### src/rtl/bp_cce_mmio_cfg_endpoint.sv
// Config-link MMIO slave: turns uncached CCE memory commands into core/CCE control-register
// and microcode-RAM accesses, one response per command. Optional macro: BP_CFG_DECODE_ERR_EN.
package bp_cce_mmio_cfg_pkg;

   typedef enum logic [1:0] {
      e_lce_mode_uncached = 2'd0,
      e_lce_mode_normal   = 2'd1,
      e_lce_mode_nonspec  = 2'd2
   } bp_lce_mode_e;

   typedef enum logic {
      e_cce_mode_uncached = 1'b0,
      e_cce_mode_normal   = 1'b1
   } bp_cce_mode_e;

   typedef enum logic [3:0] {
      e_cce_mem_rd    = 4'd0,
      e_cce_mem_wr    = 4'd1,
      e_cce_mem_uc_rd = 4'd2,
      e_cce_mem_uc_wr = 4'd3
   } bp_cce_mem_cmd_e;

   localparam logic [3:0]  cfg_dev_gp                   = 4'd2;
   localparam logic [31:0] bp_cfg_reg_reset_gp          = 32'h0000_0001;
   localparam logic [31:0] bp_cfg_reg_freeze_gp         = 32'h0000_0002;
   localparam logic [31:0] bp_cfg_reg_npc_gp            = 32'h0000_0003;
   localparam logic [31:0] bp_cfg_reg_icache_mode_gp    = 32'h0000_0004;
   localparam logic [31:0] bp_cfg_reg_dcache_mode_gp    = 32'h0000_0005;
   localparam logic [31:0] bp_cfg_reg_cce_mode_gp       = 32'h0000_0006;
   localparam logic [31:0] bp_cfg_mem_base_cce_ucode_gp = 32'h0000_8000;

endpackage

module bp_cce_mmio_cfg_endpoint
   import bp_cce_mmio_cfg_pkg::*;
   #(parameter int paddr_width_p         = 40
   , parameter int cce_block_width_p     = 64
   , parameter int lce_id_width_p        = 6
   , parameter int lce_max_assoc_p       = 8
   , parameter int cfg_addr_width_p      = 20
   , parameter int dword_width_p         = 64
   , parameter int vaddr_width_p         = 39
   , parameter int cce_id_width_p        = 6
   , parameter int inst_width_p          = 32
   , parameter int inst_ram_addr_width_p = 8
   , parameter int inst_ram_els_p        = 256
   , localparam int payload_width_lp     = lce_id_width_p + $clog2(lce_max_assoc_p)
   , localparam int header_width_lp      = 4 + paddr_width_p + 3 + payload_width_lp
   , localparam int cce_mem_msg_width_lp = header_width_lp + cce_block_width_p
   )
   (input  logic                              clk_i
   , input  logic                              reset_i
   , input  logic [cce_id_width_p-1:0]         cce_id_i
   , input  logic [cce_mem_msg_width_lp-1:0]   io_cmd_i
   , input  logic                              io_cmd_v_i
   , output logic                              io_cmd_yumi_o
   , output logic [cce_mem_msg_width_lp-1:0]   io_resp_o
   , output logic                              io_resp_v_o
   , input  logic                              io_resp_ready_i
   , output logic                              reset_o
   , output logic                              freeze_o
   , output bp_lce_mode_e                      icache_mode_o
   , output bp_lce_mode_e                      dcache_mode_o
   , output bp_cce_mode_e                      cce_mode_o
   , output logic [vaddr_width_p-1:0]          npc_o
   , output logic                              npc_w_v_o
   , output logic                              cce_ucode_v_o
   , output logic                              cce_ucode_w_o
   , output logic [inst_ram_addr_width_p-1:0]  cce_ucode_addr_o
   , output logic [inst_width_p-1:0]           cce_ucode_data_o
   , input  logic [inst_width_p-1:0]           cce_ucode_data_i
`ifdef BP_CFG_DECODE_ERR_EN
   , output logic                              decode_err_o
   , output logic [7:0]                        err_cnt_o
`endif
   );

   localparam int nonlocal_width_lp = paddr_width_p - cce_id_width_p - 4 - cfg_addr_width_p;
   localparam logic [31:0] ucode_lo_lp = bp_cfg_mem_base_cce_ucode_gp;
   localparam logic [31:0] ucode_hi_lp = bp_cfg_mem_base_cce_ucode_gp + 32'(inst_ram_els_p);

   typedef struct packed {
      logic [payload_width_lp-1:0] payload;
      logic [2:0]                  size;
      logic [paddr_width_p-1:0]    addr;
      logic [3:0]                  msg_type;
   } header_s;

   typedef struct packed {
      logic [cce_block_width_p-1:0] data;
      header_s                      header;
   } msg_s;

   typedef struct packed {
      logic [nonlocal_width_lp-1:0] nonlocal;
      logic [cce_id_width_p-1:0]    cce;
      logic [3:0]                   dev;
      logic [cfg_addr_width_p-1:0]  addr;
   } local_addr_s;

   typedef enum logic [1:0] {IDLE, EXEC, RD_WAIT, RESP} state_e;

   state_e                   state;
   msg_s                     cmd_r;
   local_addr_s              la;
   logic [dword_width_p-1:0] resp_data_r;
   logic                     resp_v_r;

   logic                     is_rd, is_wr, hit, is_ucode, reg_hit;
   logic                     sel_reset, sel_freeze, sel_npc, sel_icache, sel_dcache, sel_cce;
   logic [31:0]              addr_ext;
   logic [dword_width_p-1:0] reg_rdata;
   logic                     unused_data_bits;

   assign la = cmd_r.header.addr;

   always_comb begin
      is_rd      = (cmd_r.header.msg_type == e_cce_mem_uc_rd);
      is_wr      = (cmd_r.header.msg_type == e_cce_mem_uc_wr);
      addr_ext   = 32'(la.addr);
      hit        = (la.nonlocal == '0) && (la.dev == cfg_dev_gp) && (la.cce == cce_id_i)
                   && (is_rd || is_wr);
      sel_reset  = hit && (addr_ext == bp_cfg_reg_reset_gp);
      sel_freeze = hit && (addr_ext == bp_cfg_reg_freeze_gp);
      sel_npc    = hit && (addr_ext == bp_cfg_reg_npc_gp);
      sel_icache = hit && (addr_ext == bp_cfg_reg_icache_mode_gp);
      sel_dcache = hit && (addr_ext == bp_cfg_reg_dcache_mode_gp);
      sel_cce    = hit && (addr_ext == bp_cfg_reg_cce_mode_gp);
      reg_hit    = sel_reset | sel_freeze | sel_npc | sel_icache | sel_dcache | sel_cce;
      is_ucode   = hit && (addr_ext >= ucode_lo_lp) && (addr_ext < ucode_hi_lp);
      reg_rdata  = '0;
      if (sel_reset)  reg_rdata = dword_width_p'(reset_o);
      if (sel_freeze) reg_rdata = dword_width_p'(freeze_o);
      if (sel_npc)    reg_rdata = dword_width_p'(npc_o);
      if (sel_icache) reg_rdata = dword_width_p'(icache_mode_o);
      if (sel_dcache) reg_rdata = dword_width_p'(dcache_mode_o);
      if (sel_cce)    reg_rdata = dword_width_p'(cce_mode_o);
   end

   // Yumi is masked during reset so a command presented under reset is not silently eaten.
   assign io_cmd_yumi_o    = (state == IDLE) && io_cmd_v_i && !reset_i;
   assign npc_w_v_o        = (state == EXEC) && sel_npc && is_wr;
   assign cce_ucode_v_o    = (state == EXEC) && is_ucode;
   assign cce_ucode_w_o    = is_wr;
   assign cce_ucode_addr_o = inst_ram_addr_width_p'(addr_ext - ucode_lo_lp);
   assign cce_ucode_data_o = cmd_r.data[0+:inst_width_p];
   assign io_resp_v_o      = resp_v_r;
   assign io_resp_o        = {cce_block_width_p'(resp_data_r), cmd_r.header};

   // Write data above the widest register/instruction is don't-care.
   assign unused_data_bits = ^cmd_r.data;

   always_ff @(posedge clk_i or posedge reset_i) begin
      if (reset_i) begin
         state         <= IDLE;
         resp_v_r      <= 1'b0;
         reset_o       <= 1'b0;
         freeze_o      <= 1'b1;
         icache_mode_o <= e_lce_mode_uncached;
         dcache_mode_o <= e_lce_mode_uncached;
         cce_mode_o    <= e_cce_mode_uncached;
         npc_o         <= '0;
      end else begin
         case (state)
            IDLE: if (io_cmd_yumi_o) state <= EXEC;
            EXEC: begin
               if (is_wr) begin
                  if (sel_reset)  reset_o       <= cmd_r.data[0];
                  if (sel_freeze) freeze_o      <= cmd_r.data[0];
                  if (sel_npc)    npc_o         <= cmd_r.data[0+:vaddr_width_p];
                  if (sel_icache) icache_mode_o <= bp_lce_mode_e'(cmd_r.data[1:0]);
                  if (sel_dcache) dcache_mode_o <= bp_lce_mode_e'(cmd_r.data[1:0]);
                  if (sel_cce)    cce_mode_o    <= bp_cce_mode_e'(cmd_r.data[0]);
               end
               if (is_ucode && is_rd) begin
                  state <= RD_WAIT;
               end else begin
                  state    <= RESP;
                  resp_v_r <= 1'b1;
               end
            end
            RD_WAIT: begin
               state    <= RESP;
               resp_v_r <= 1'b1;
            end
            RESP: if (io_resp_ready_i) begin
               state    <= IDLE;
               resp_v_r <= 1'b0;
            end
            default: state <= IDLE;
         endcase
      end
   end

   // Captured command and read data carry no reset; they are only observed behind resp_v_r.
   always_ff @(posedge clk_i) begin
      if (io_cmd_yumi_o) cmd_r <= io_cmd_i;
      if (state == EXEC)
         resp_data_r <= (reg_hit && is_rd) ? reg_rdata : '0;
      else if (state == RD_WAIT)
         resp_data_r <= dword_width_p'(cce_ucode_data_i);
   end

`ifdef BP_CFG_DECODE_ERR_EN
   logic decode_miss;
   assign decode_miss = !(reg_hit || is_ucode);

   function automatic logic [7:0] sat_inc(input logic [7:0] v);
      return (v == 8'hFF) ? v : v + 8'd1;
   endfunction

   always_ff @(posedge clk_i or posedge reset_i) begin
      if (reset_i) begin
         decode_err_o <= 1'b0;
         err_cnt_o    <= '0;
      end else if ((state == EXEC) && decode_miss) begin
         decode_err_o <= 1'b1;
         err_cnt_o    <= sat_inc(err_cnt_o);
      end
   end
`endif

endmodule
### config.mk
export PLATFORM = sky130hd
export DESIGN_NAME = bp_cce_mmio_cfg_endpoint
export DESIGN_NICKNAME = d
export VERILOG_FILES = /design/src/rtl/bp_cce_mmio_cfg_endpoint.sv
export SDC_FILE = /design/constraint.sdc
export NUM_CORES = 1
export LEC_CHECK = 0
export ABC_AREA = 0
export BUFFER_PORTS_ARGS = -buffer_cell sky130_fd_sc_hd__buf_2
export CORE_AREA = 3 3 142 144
export DETAILED_ROUTE_END_ITERATION = 6
export DIE_AREA = 0 0 145 147
export GPL_ROUTABILITY_DRIVEN = 0
export GPL_TIMING_DRIVEN = 0
export PLACE_DENSITY_LB_ADDON = 0.3
export SLEW_MARGIN = 5
export SYNTH_ARGS = -nofsm -noshare
export SYNTH_HDL_FRONTEND = slang
export SYNTH_SLANG_ARGS = --single-unit
### constraint.sdc
create_clock -name clk_i -period 7.4 [get_ports clk_i]
set_input_delay 1.85 -clock clk_i [delete_from_list [all_inputs] [get_ports clk_i]]
set_output_delay 1.85 -clock clk_i [all_outputs]
set_load 0.005 [all_outputs]
# After elaboration in Yosys (flattened, before gate mapping)
# Cells that the tools add are included.
# totals
ff_bits,208
input_bits,162
# op_classes
n_addsub,1
magnitude_cmp,2
eq_ne,16
mux,16
bitwise,5
reduce_logical,32
# op_table
cell,n
two-way mux 64 bit,8
"equality test 20 x 3 -> 1 bit, second input constant",3
"equality test 20 x 2 -> 1 bit, second input constant",2
AND reduction 3 bit,7
"equality test 20 x 1 -> 1 bit, second input constant",1
"greater-or-equal comparator 20 x 16 -> 1 bit, second input constant",1
"< comparator 20 x 16 -> 1 bit, second input constant",1
logical AND 1 bit,18
"equality test 4 x 2 -> 1 bit, second input constant",3
zero test 10 bit,1
one-hot mux 2 bit (4 select lines),1
"subtractor 8 x 1 -> 8 bit, second input constant",1
equality test 6 bit,1
"inequality test 2 bit, second input constant",3
bitwise OR 1 bit,5
"equality test 2 bit, second input constant",2
two-way mux 1 bit,4
two-way mux 2 bit,2
one-hot mux 1 bit (3 select lines),1
nonzero test 3 bit,1
"equality test 2 x 1 -> 1 bit, second input constant",1
zero test 2 bit,1
AND reduction 2 bit,1
nonzero test 2 bit,1
2 further kinds,2

# Logic depth before layout (Yosys ltp)
# Gate-level depths: netlist of the first run.
# depth
word_depth,13
depth_mapped,8

# Worst setup path before layout of the first run
# No wires, ideal clock.
# synth_timing
path_kind,input-to-output
startpoint,input port reset_i
endpoint,output port io_cmd_yumi_o
arrival_ps,5086
t_required_ps,5550
slack_ps,464
path_stages,3
n_path_buf,0
cell_sequence,inv_1 nand3_1 inv_1
# synth_via
elab_chain_len,2
# synth_rtl
item,line,text
from (decl),52,", input logic reset_i"
zero test 1 bit (no source line),-,
logical AND 1 bit,141,assign io_cmd_yumi_o = (state == IDLE) && io_cmd_v_i && !reset_i;
to (decl),56,", output logic io_cmd_yumi_o"
# No other way between the ends.

# Final worst setup path of the first run
# layout_timing
startpoint,input port cce_id_i[0]
endpoint,output port npc_w_v_o
# layout_via
elab_chain_len,6
# layout_rtl
item,line,text
from (decl),53,", input logic [cce_id_width_p-1:0] cce_id_i"
equality test 6 bit,121,hit = (la.nonlocal == '0) && (la.dev == cfg_dev_gp) && (la.cce == cce_id_i)
logical AND 1 bit,121,
logical AND 1 bit,122,&& (is_rd || is_wr);
logical AND 1 bit,125,sel_npc = hit && (addr_ext == bp_cfg_reg_npc_gp);
logical AND 1 bit (2 in a row),142,assign npc_w_v_o = (state == EXEC) && sel_npc && is_wr;
to (decl),66,", output logic npc_w_v_o"
# No other way between the ends.

==> impl_metrics.xml, run 1 <==
<?xml version="1.0" encoding="UTF-8"?>
<metrics>
  <group name="power">
    <metric name="powerDensity" unit="nW/um^2">280</metric>
    <metric name="power_leakage" unit="nW">4.98</metric>
    <metric name="irDropWorstVdd" unit="mV">0.200</metric>
  </group>
  <group name="timing">
    <metric name="clock_skew" unit="ns">0.0144</metric>
    <metric name="finalWorstSetupSlack" unit="ns">1.74</metric>
    <metric name="finalCriticalPeriod" unit="ns">5.66</metric>
    <metric name="achievable_frequency" unit="MHz">177</metric>
    <metric name="max-slew-margin-rel" unit="">0.373</metric>
    <metric name="worst_pin_slew" unit="ns">0.932</metric>
    <metric name="fin_tns_setup" unit="ns">0</metric>
    <metric name="finalCritPeriodShare" unit="">0.766</metric>
    <metric name="timing.final.max_slew_violations" unit="">0</metric>
    <metric name="setup-violations-final" unit="">0</metric>
    <metric name="hold_viol_final" unit="">0</metric>
    <metric name="rsz0062_at_grt" unit="">false</metric>
  </group>
  <group name="place">
    <metric name="dpl_worst_slack" unit="ns">1.76</metric>
    <metric name="dp_hpwl" unit="um">14900</metric>
    <metric name="placement.cell_area" unit="um^2">9830</metric>
    <metric name="number_of_input_and_output_port_buffers_inserted" unit="">322</metric>
  </group>
  <group name="routing">
    <metric name="drt-vias-per-instance" unit="">4.43</metric>
    <metric name="routed-wl-met3" unit="um">1760</metric>
    <metric name="routedWlPerCell" unit="um">16.9</metric>
    <metric name="drt_pre_antenna_iters" unit="">4</metric>
    <metric name="met1_length" unit="um">7310</metric>
    <metric name="wl_met2" unit="um">9730</metric>
    <metric name="total_wirelength" unit="um">19200</metric>
    <metric name="drc" unit="">0</metric>
    <metric name="drtIter0Drc" unit="">186</metric>
    <metric name="dr_total_vias" unit="">5029</metric>
    <metric name="routed.top_layer" unit="">met4</metric>
    <metric name="route.antenna.remaining_nets" unit="">0</metric>
  </group>
  <group name="cts">
    <metric name="clock_sinks" unit="">183</metric>
    <metric name="clock_tree.buffer_depth" unit="">2</metric>
    <metric name="cts_tree" unit="">built</metric>
    <metric name="root_buffer" unit="">sky130_fd_sc_hd__clkbuf_16</metric>
    <metric name="postCtsResizedCells" unit="">0</metric>
    <metric name="cts_made_buffers" unit="">17</metric>
    <metric name="cts_setup_buffers" unit="">0</metric>
    <metric name="ctsHoldBuffers" unit="">0</metric>
    <metric name="worst_setup_hold_path_clk_slew" unit="ns">0.07</metric>
    <metric name="cts.htree.levels" unit="">4</metric>
    <metric name="clk_latency" unit="ns">0.43</metric>
  </group>
  <group name="status">
    <metric name="run_status" unit="">completed</metric>
  </group>
  <group name="finish">
    <metric name="area_delta_synth_final" unit="%">34.8</metric>
    <metric name="seqCellArea" unit="um^2">5250</metric>
    <metric name="drive_above_1_share" unit="">0.619</metric>
    <metric name="fillers" unit="">1582</metric>
    <metric name="finish.instance_area" unit="um^2">10400</metric>
    <metric name="multi_input_comb_area" unit="um^2">1540</metric>
    <metric name="fin_nets" unit="">1027</metric>
  </group>
  <group name="global_route">
    <metric name="antenna_violations_before_repair" unit="">1</metric>
    <metric name="global_route.usage.total" unit="">0.180</metric>
    <metric name="grt_pass1_wl" unit="um">29300</metric>
    <metric name="grt_overflow" unit="">0</metric>
    <metric name="largest_net_degree_at_the_start_of_global_routing" unit="">58</metric>
    <metric name="vias_in_the_first_global_route" unit="">5181</metric>
  </group>
  <group name="synthesis">
    <metric name="synth.most_common_cell" unit="">sky130_fd_sc_hd__edfxtp_1</metric>
    <metric name="synth_top_area_cell" unit="">sky130_fd_sc_hd__edfxtp_1</metric>
    <metric name="synth_warnings" unit="">0</metric>
    <metric name="synth_seq_area_share" unit="">0.679</metric>
    <metric name="post_synth_most_frequent_cells" unit="">134 x sky130_fd_sc_hd__edfxtp_1, 123 x sky130_fd_sc_hd__buf_4, 48 x sky130_fd_sc_hd__dfrtp_1, 36 x sky130_fd_sc_hd__mux2_2, 30 x sky130_fd_sc_hd__a22o_1</metric>
    <metric name="netlist_instances" unit="">494</metric>
    <metric name="synth-seq-cells" unit="">183</metric>
    <metric name="ys_types" unit="">45</metric>
    <metric name="mappedNetlistArea" unit="um^2">7730</metric>
    <metric name="async_reset_ff_frac" unit="">0.268</metric>
    <metric name="number_of_enable_flip_flop_cells_after_synthesis" unit="">134</metric>
    <metric name="synth_top_cell_area_share" unit="">0.520</metric>
    <metric name="syn_avg_cell_area" unit="um^2">15.7</metric>
    <metric name="synth_flop_cell" unit="">sky130_fd_sc_hd__edfxtp_1</metric>
    <metric name="synth.area.top_cells" unit="">sky130_fd_sc_hd__edfxtp_1 52%, sky130_fd_sc_hd__dfrtp_1 16%, sky130_fd_sc_hd__buf_4 12%</metric>
  </group>
  <group name="critical_path">
    <metric name="cp.arrival" unit="ns">3.81</metric>
    <metric name="end_kind" unit="">output pin</metric>
    <metric name="crit_path_max_fanout" unit="">10</metric>
    <metric name="crit_path_category" unit="">input pin to output pin</metric>
    <metric name="cp_data_required_time" unit="ns">5.55</metric>
    <metric name="critical_path.startpoint_type" unit="">input pin</metric>
  </group>
  <group name="floorplan">
    <metric name="num_io_pins" unit="">373</metric>
    <metric name="die_area" unit="um^2">21300</metric>
    <metric name="floorplan.initialDensity" unit="">0.411</metric>
    <metric name="die_width" unit="um">145</metric>
    <metric name="die_h" unit="um">147</metric>
    <metric name="core_area" unit="um^2">18800</metric>
    <metric name="cell_rows" unit="">50</metric>
  </group>
  <group name="worst_hold_path">
    <metric name="worst_hold_path_type" unit="">flip-flop to flip-flop</metric>
  </group>
  <group name="flow_run">
    <metric name="drv.max_cap_violation_count" unit="">0</metric>
  </group>
</metrics>
final timing paths:
check                                  endpoint  depth (start not counted)        start  slack [ns]
worst max register to register  resp_data_r[16]                          6        la[3]        4.64
worst min-delay path                  npc_o[37]                          1    cmd_r[93]        0.48
worst min register to register        npc_o[37]                          1    cmd_r[93]        0.48
min in group asynchronous             npc_o[33]                          2      reset_i        1.46
max in group asynchronous             npc_o[14]                          3      reset_i        5.40
worst max-delay path                  npc_w_v_o                          7  cce_id_i[0]        1.74
power breakdown:
group / switching (mW) / internal [mW]
Sequential: 0.0593 / 1.35
Clock: 0.421 / 0.480
Combinational: 0.323 / 0.287
Total: 0.804 / 2.12
cells in the final DEF (no fill, tap or decap), types with 4 or more instances in the layout:
cell and instances:
sky130_fd_sc_hd__and3_1 10, sky130_fd_sc_hd__inv_8 4, sky130_fd_sc_hd__mux2_2 36, sky130_fd_sc_hd__mux2_4 10, sky130_fd_sc_hd__nand2_1 5, sky130_fd_sc_hd__conb_1 25
sky130_fd_sc_hd__a22o_1 30, sky130_fd_sc_hd__nor4_1 4, sky130_fd_sc_hd__buf_4 123, sky130_fd_sc_hd__a21oi_1 4, sky130_fd_sc_hd__clkbuf_16 17, sky130_fd_sc_hd__xnor2_1 6
sky130_fd_sc_hd__inv_1 7, sky130_fd_sc_hd__nor2b_1 4, sky130_fd_sc_hd__dfrtp_1 48, sky130_fd_sc_hd__nand2b_1 4, sky130_fd_sc_hd__nand3_1 5, sky130_fd_sc_hd__o21ai_0 4
sky130_fd_sc_hd__buf_2 325, sky130_fd_sc_hd__clkbuf_1 6, sky130_fd_sc_hd__clkinv_4 4, sky130_fd_sc_hd__edfxtp_1 134, sky130_fd_sc_hd__nor2_1 9, sky130_fd_sc_hd__nand4_1 8
logic make-up after synthesis:
logic type | count (synthesis) | share of synthesized area
xor+xnor | 6 | 0.00680
buf+inv | 144 | 0.134
fa+ha+maj | 3 | 0.00485
simple gates | 63 | 0.0527
other cells | 1 | 0.000485
compound gates | 47 | 0.0490
flops | 183 | 0.679
mux | 47 | 0.0731
routing by layer:
layer  GRT usage  vias to the layer above
met2       0.315                      272
li1            -                     2417
met4      0.0646                        0
met1       0.204                     2313
met5           0                        -
met3      0.0645                       27
metrics by stage:
step	total power, mW	hold slack, ns	std cells	utilization
floorplan	1.74	0.454	518	-
global placement	2.03	0.455	1100	0.518
detailed placement	2.06	0.462	1103	0.522
CTS	2.97	0.475	1135	0.553
global route	3.06	0.501	1136	0.553
finish	2.92	0.477	1136	0.553
layout make-up:
type,instances,share of cell area
diodes,1,0.000240
plain buffers,135,0.0961
clock buffers,17,0.0408
clock inverters,15,0.0155
inverters,9,0.00348
multi-input cells,191,0.148
flip-flops and latches,183,0.504
well taps,260,0.0312
repair buffers,325,0.161
critical path: stages:
cell	delay (ns)
sky130_fd_sc_hd__buf_2	0.10
sky130_fd_sc_hd__xnor2_1	0.15
sky130_fd_sc_hd__nand4_1	0.20
sky130_fd_sc_hd__nor4_1	0.85
sky130_fd_sc_hd__clkbuf_2	0.35
sky130_fd_sc_hd__and3_1	0.18
sky130_fd_sc_hd__buf_2	0.12
state kept, by name, summed over array words and instances, names as in the netlist:
register and cells:
npc_o 39, reset_o 1, cce_ucode_data_o 32, io_resp_o 16, io_resp_v_o 1, cce_mode_o 1, freeze_o 1, dcache_mode_o 2
la 40, icache_mode_o 2, state 2, cmd_r 7, resp_data_r 39
Note: power is estimated with default switching activity, not from simulation.
==> run 2: changes to the inputs <==
==> constraint.sdc (replaced) <==
create_clock -name clk_i -period 5.47 [get_ports clk_i]
set_input_delay 1.3675 -clock clk_i [delete_from_list [all_inputs] [get_ports clk_i]]
set_output_delay 1.3675 -clock clk_i [all_outputs]
set_load 0.005 [all_outputs]
==> impl_metrics.xml, run 2 (synthesized netlist as in run 1, its figures left out) <==
<?xml version="1.0" encoding="UTF-8"?>
<metrics>
  <group name="cts">
    <metric name="postCtsResizedCells" unit="">0</metric>
    <metric name="cts.htree.levels" unit="">4</metric>
    <metric name="cts_setup_buffers" unit="">0</metric>
    <metric name="worst_setup_hold_path_clk_slew" unit="ns">0.07</metric>
    <metric name="cts_tree" unit="">built</metric>
    <metric name="clock_sinks" unit="">183</metric>
    <metric name="clk_latency" unit="ns">0.42</metric>
    <metric name="ctsHoldBuffers" unit="">0</metric>
    <metric name="cts_made_buffers" unit="">17</metric>
    <metric name="clock_tree.buffer_depth" unit="">2</metric>
    <metric name="root_buffer" unit="">sky130_fd_sc_hd__clkbuf_16</metric>
  </group>
  <group name="timing">
    <metric name="rsz0062_at_grt" unit="">false</metric>
    <metric name="finalCriticalPeriod" unit="ns">4.84</metric>
    <metric name="finalWorstSetupSlack" unit="ns">0.634</metric>
    <metric name="hold_viol_final" unit="">0</metric>
    <metric name="worst_pin_slew" unit="ns">1.11</metric>
    <metric name="timing.final.max_slew_violations" unit="">0</metric>
    <metric name="clock_skew" unit="ns">0.00919</metric>
    <metric name="setup-violations-final" unit="">0</metric>
    <metric name="finalCritPeriodShare" unit="">0.884</metric>
    <metric name="holdWs" unit="ns">0.478</metric>
    <metric name="max-slew-margin-rel" unit="">0.254</metric>
    <metric name="achievable_frequency" unit="MHz">207</metric>
  </group>
  <group name="power">
    <metric name="p_comb_frac" unit="">0.207</metric>
    <metric name="intPower" unit="mW">2.94</metric>
    <metric name="clkPwrFrac" unit="">0.315</metric>
    <metric name="power_leakage" unit="nW">4.97</metric>
    <metric name="powerDensity" unit="nW/um^2">383</metric>
    <metric name="switching_share" unit="">0.264</metric>
    <metric name="switchingPower" unit="mW">1.06</metric>
    <metric name="irDropWorstVdd" unit="mV">0.231</metric>
    <metric name="power.share.sequential" unit="">0.478</metric>
  </group>
  <group name="finish">
    <metric name="largest_reg_flops" unit="">40</metric>
    <metric name="seqCellArea" unit="um^2">5250</metric>
    <metric name="final_core_utilization" unit="">0.555</metric>
    <metric name="most_common_cell_after_layout_fill_and_taps_aside" unit="">sky130_fd_sc_hd__buf_2</metric>
    <metric name="finish.instance_area" unit="um^2">10400</metric>
    <metric name="multi_input_comb_area" unit="um^2">1540</metric>
    <metric name="layout.cells.most_common_list" unit="">325 x sky130_fd_sc_hd__buf_2, 134 x sky130_fd_sc_hd__edfxtp_1, 123 x sky130_fd_sc_hd__buf_4</metric>
    <metric name="fin_nets" unit="">1028</metric>
    <metric name="area_delta_synth_final" unit="%">35.1</metric>
    <metric name="fillers" unit="">1627</metric>
    <metric name="drive_above_1_share" unit="">0.616</metric>
  </group>
  <group name="global_route">
    <metric name="global_route.usage.total" unit="">0.183</metric>
    <metric name="vias_in_the_first_global_route" unit="">5207</metric>
    <metric name="antenna_violations_before_repair" unit="">1</metric>
    <metric name="grt_pass1_wl" unit="um">29700</metric>
    <metric name="largest_net_degree_at_the_start_of_global_routing" unit="">43</metric>
    <metric name="grt_overflow" unit="">0</metric>
  </group>
  <group name="routing">
    <metric name="drt-vias-per-instance" unit="">4.49</metric>
    <metric name="drtIter0Drc" unit="">242</metric>
    <metric name="drc" unit="">0</metric>
    <metric name="routedWlPerCell" unit="um">17.4</metric>
    <metric name="dr_total_vias" unit="">5103</metric>
    <metric name="total_wirelength" unit="um">19700</metric>
    <metric name="drt_pre_antenna_iters" unit="">4</metric>
    <metric name="route.antenna.remaining_nets" unit="">0</metric>
  </group>
  <group name="critical_path">
    <metric name="cp_data_required_time" unit="ns">4.10</metric>
    <metric name="crit_path_category" unit="">input pin to output pin</metric>
    <metric name="cp.arrival" unit="ns">3.47</metric>
    <metric name="slowest_stage" unit="">sky130_fd_sc_hd__nor4_1</metric>
    <metric name="buffers_plus_inverters_on_the_worst_setup_path" unit="">3</metric>
    <metric name="crit_top_cell" unit="">sky130_fd_sc_hd__buf_2</metric>
    <metric name="cp_top_family" unit="">simple AND/OR/NAND/NOR gates</metric>
    <metric name="crit_chain" unit="">buf_2 -&gt; xnor2_1 -&gt; nand4_1 -&gt; nor4_1 -&gt; clkbuf_2 -&gt; and3_1 -&gt; buf_2</metric>
    <metric name="critical_path.startpoint_type" unit="">input pin</metric>
    <metric name="critical_path.max_stage_delay" unit="ns">0.98</metric>
    <metric name="reg2reg_setup_slack" unit="ns">2.60</metric>
    <metric name="crit_path_max_fanout" unit="">10</metric>
    <metric name="end_kind" unit="">output pin</metric>
  </group>
  <group name="flow_run">
    <metric name="drv.max_cap_violation_count" unit="">0</metric>
  </group>
  <group name="place">
    <metric name="placement.cell_area" unit="um^2">9850</metric>
    <metric name="dp_hpwl" unit="um">15300</metric>
    <metric name="dpl_worst_slack" unit="ns">0.672</metric>
    <metric name="number_of_input_and_output_port_buffers_inserted" unit="">322</metric>
  </group>
  <group name="floorplan">
    <metric name="die_area" unit="um^2">21300</metric>
    <metric name="cell_rows" unit="">50</metric>
    <metric name="core_area" unit="um^2">18800</metric>
    <metric name="die_h" unit="um">147</metric>
    <metric name="die_width" unit="um">145</metric>
    <metric name="num_io_pins" unit="">373</metric>
    <metric name="floorplan.initialDensity" unit="">0.411</metric>
  </group>
  <group name="status">
    <metric name="run_status" unit="">completed</metric>
  </group>
  <group name="worst_hold_path">
    <metric name="worst_hold_path_type" unit="">flip-flop to flip-flop</metric>
  </group>
</metrics>
run 2: cell count changes in the layout (fill, tap and decap cells not counted), sizes merged:
cell	change
inv	-4
buf	+1
clkbuf	+1
clkinv	-2
bufinv	+2
clkinvlp	+3
run 2: final timing paths:
path / start / to / depth (start not counted)
worst min-delay path: cmd_r[93] / npc_o[37] / 1
worst max register to register: io_resp_o[2] / resp_data_r[2] / 6
max in group asynchronous: reset_i / npc_o[7] / 3
worst max-delay path: cce_id_i[0] / npc_w_v_o / 7
min in group asynchronous: reset_i / npc_o[35] / 2
worst min register to register: cmd_r[93] / npc_o[37] / 1
run 2: layout make-up:
type / instances / share of cell area
sequential: 183 / 0.503
tap: 260 / 0.0311
antenna: 1 / 0.000239
buffer: 135 / 0.0958
multi-input combinational: 191 / 0.147
timing repair buffer: 326 / 0.162
clock buffer: 18 / 0.0411
clock inverter: 14 / 0.0164
inverter: 9 / 0.00359
run 2: power by group through the flow:
| stage | combinational (mW) | clock [mW] | sequential (mW) |
|---|---|---|---|
| floorplan | 0.395 | 0 | 1.96 |
| global placement | 0.784 | 0 | 1.96 |
| detailed placement | 0.840 | 0 | 1.94 |
| CTS | 0.842 | 1.29 | 1.91 |
| global route | 0.900 | 1.35 | 1.94 |
| finish | 0.826 | 1.26 | 1.91 |
run 2: through the flow:
step	TNS, ns	instances	total power, mW
3_3_place_gp	-17.83	1100	2.74
4_1_cts	0	1136	4.05
6_report	0	1137	4.00
2_1_floorplan	0	518	2.35
3_5_place_dp	0	1104	2.78
5_1_grt	0	1136	4.19
run 2: metal layers:
layer  vias up  wire, um  track usage
met4         2       287       0.0546
met2       252     10200        0.323
li1       2412         -            -
met1      2419      7440        0.208
met5         -        13            0
met3        18      1850       0.0685
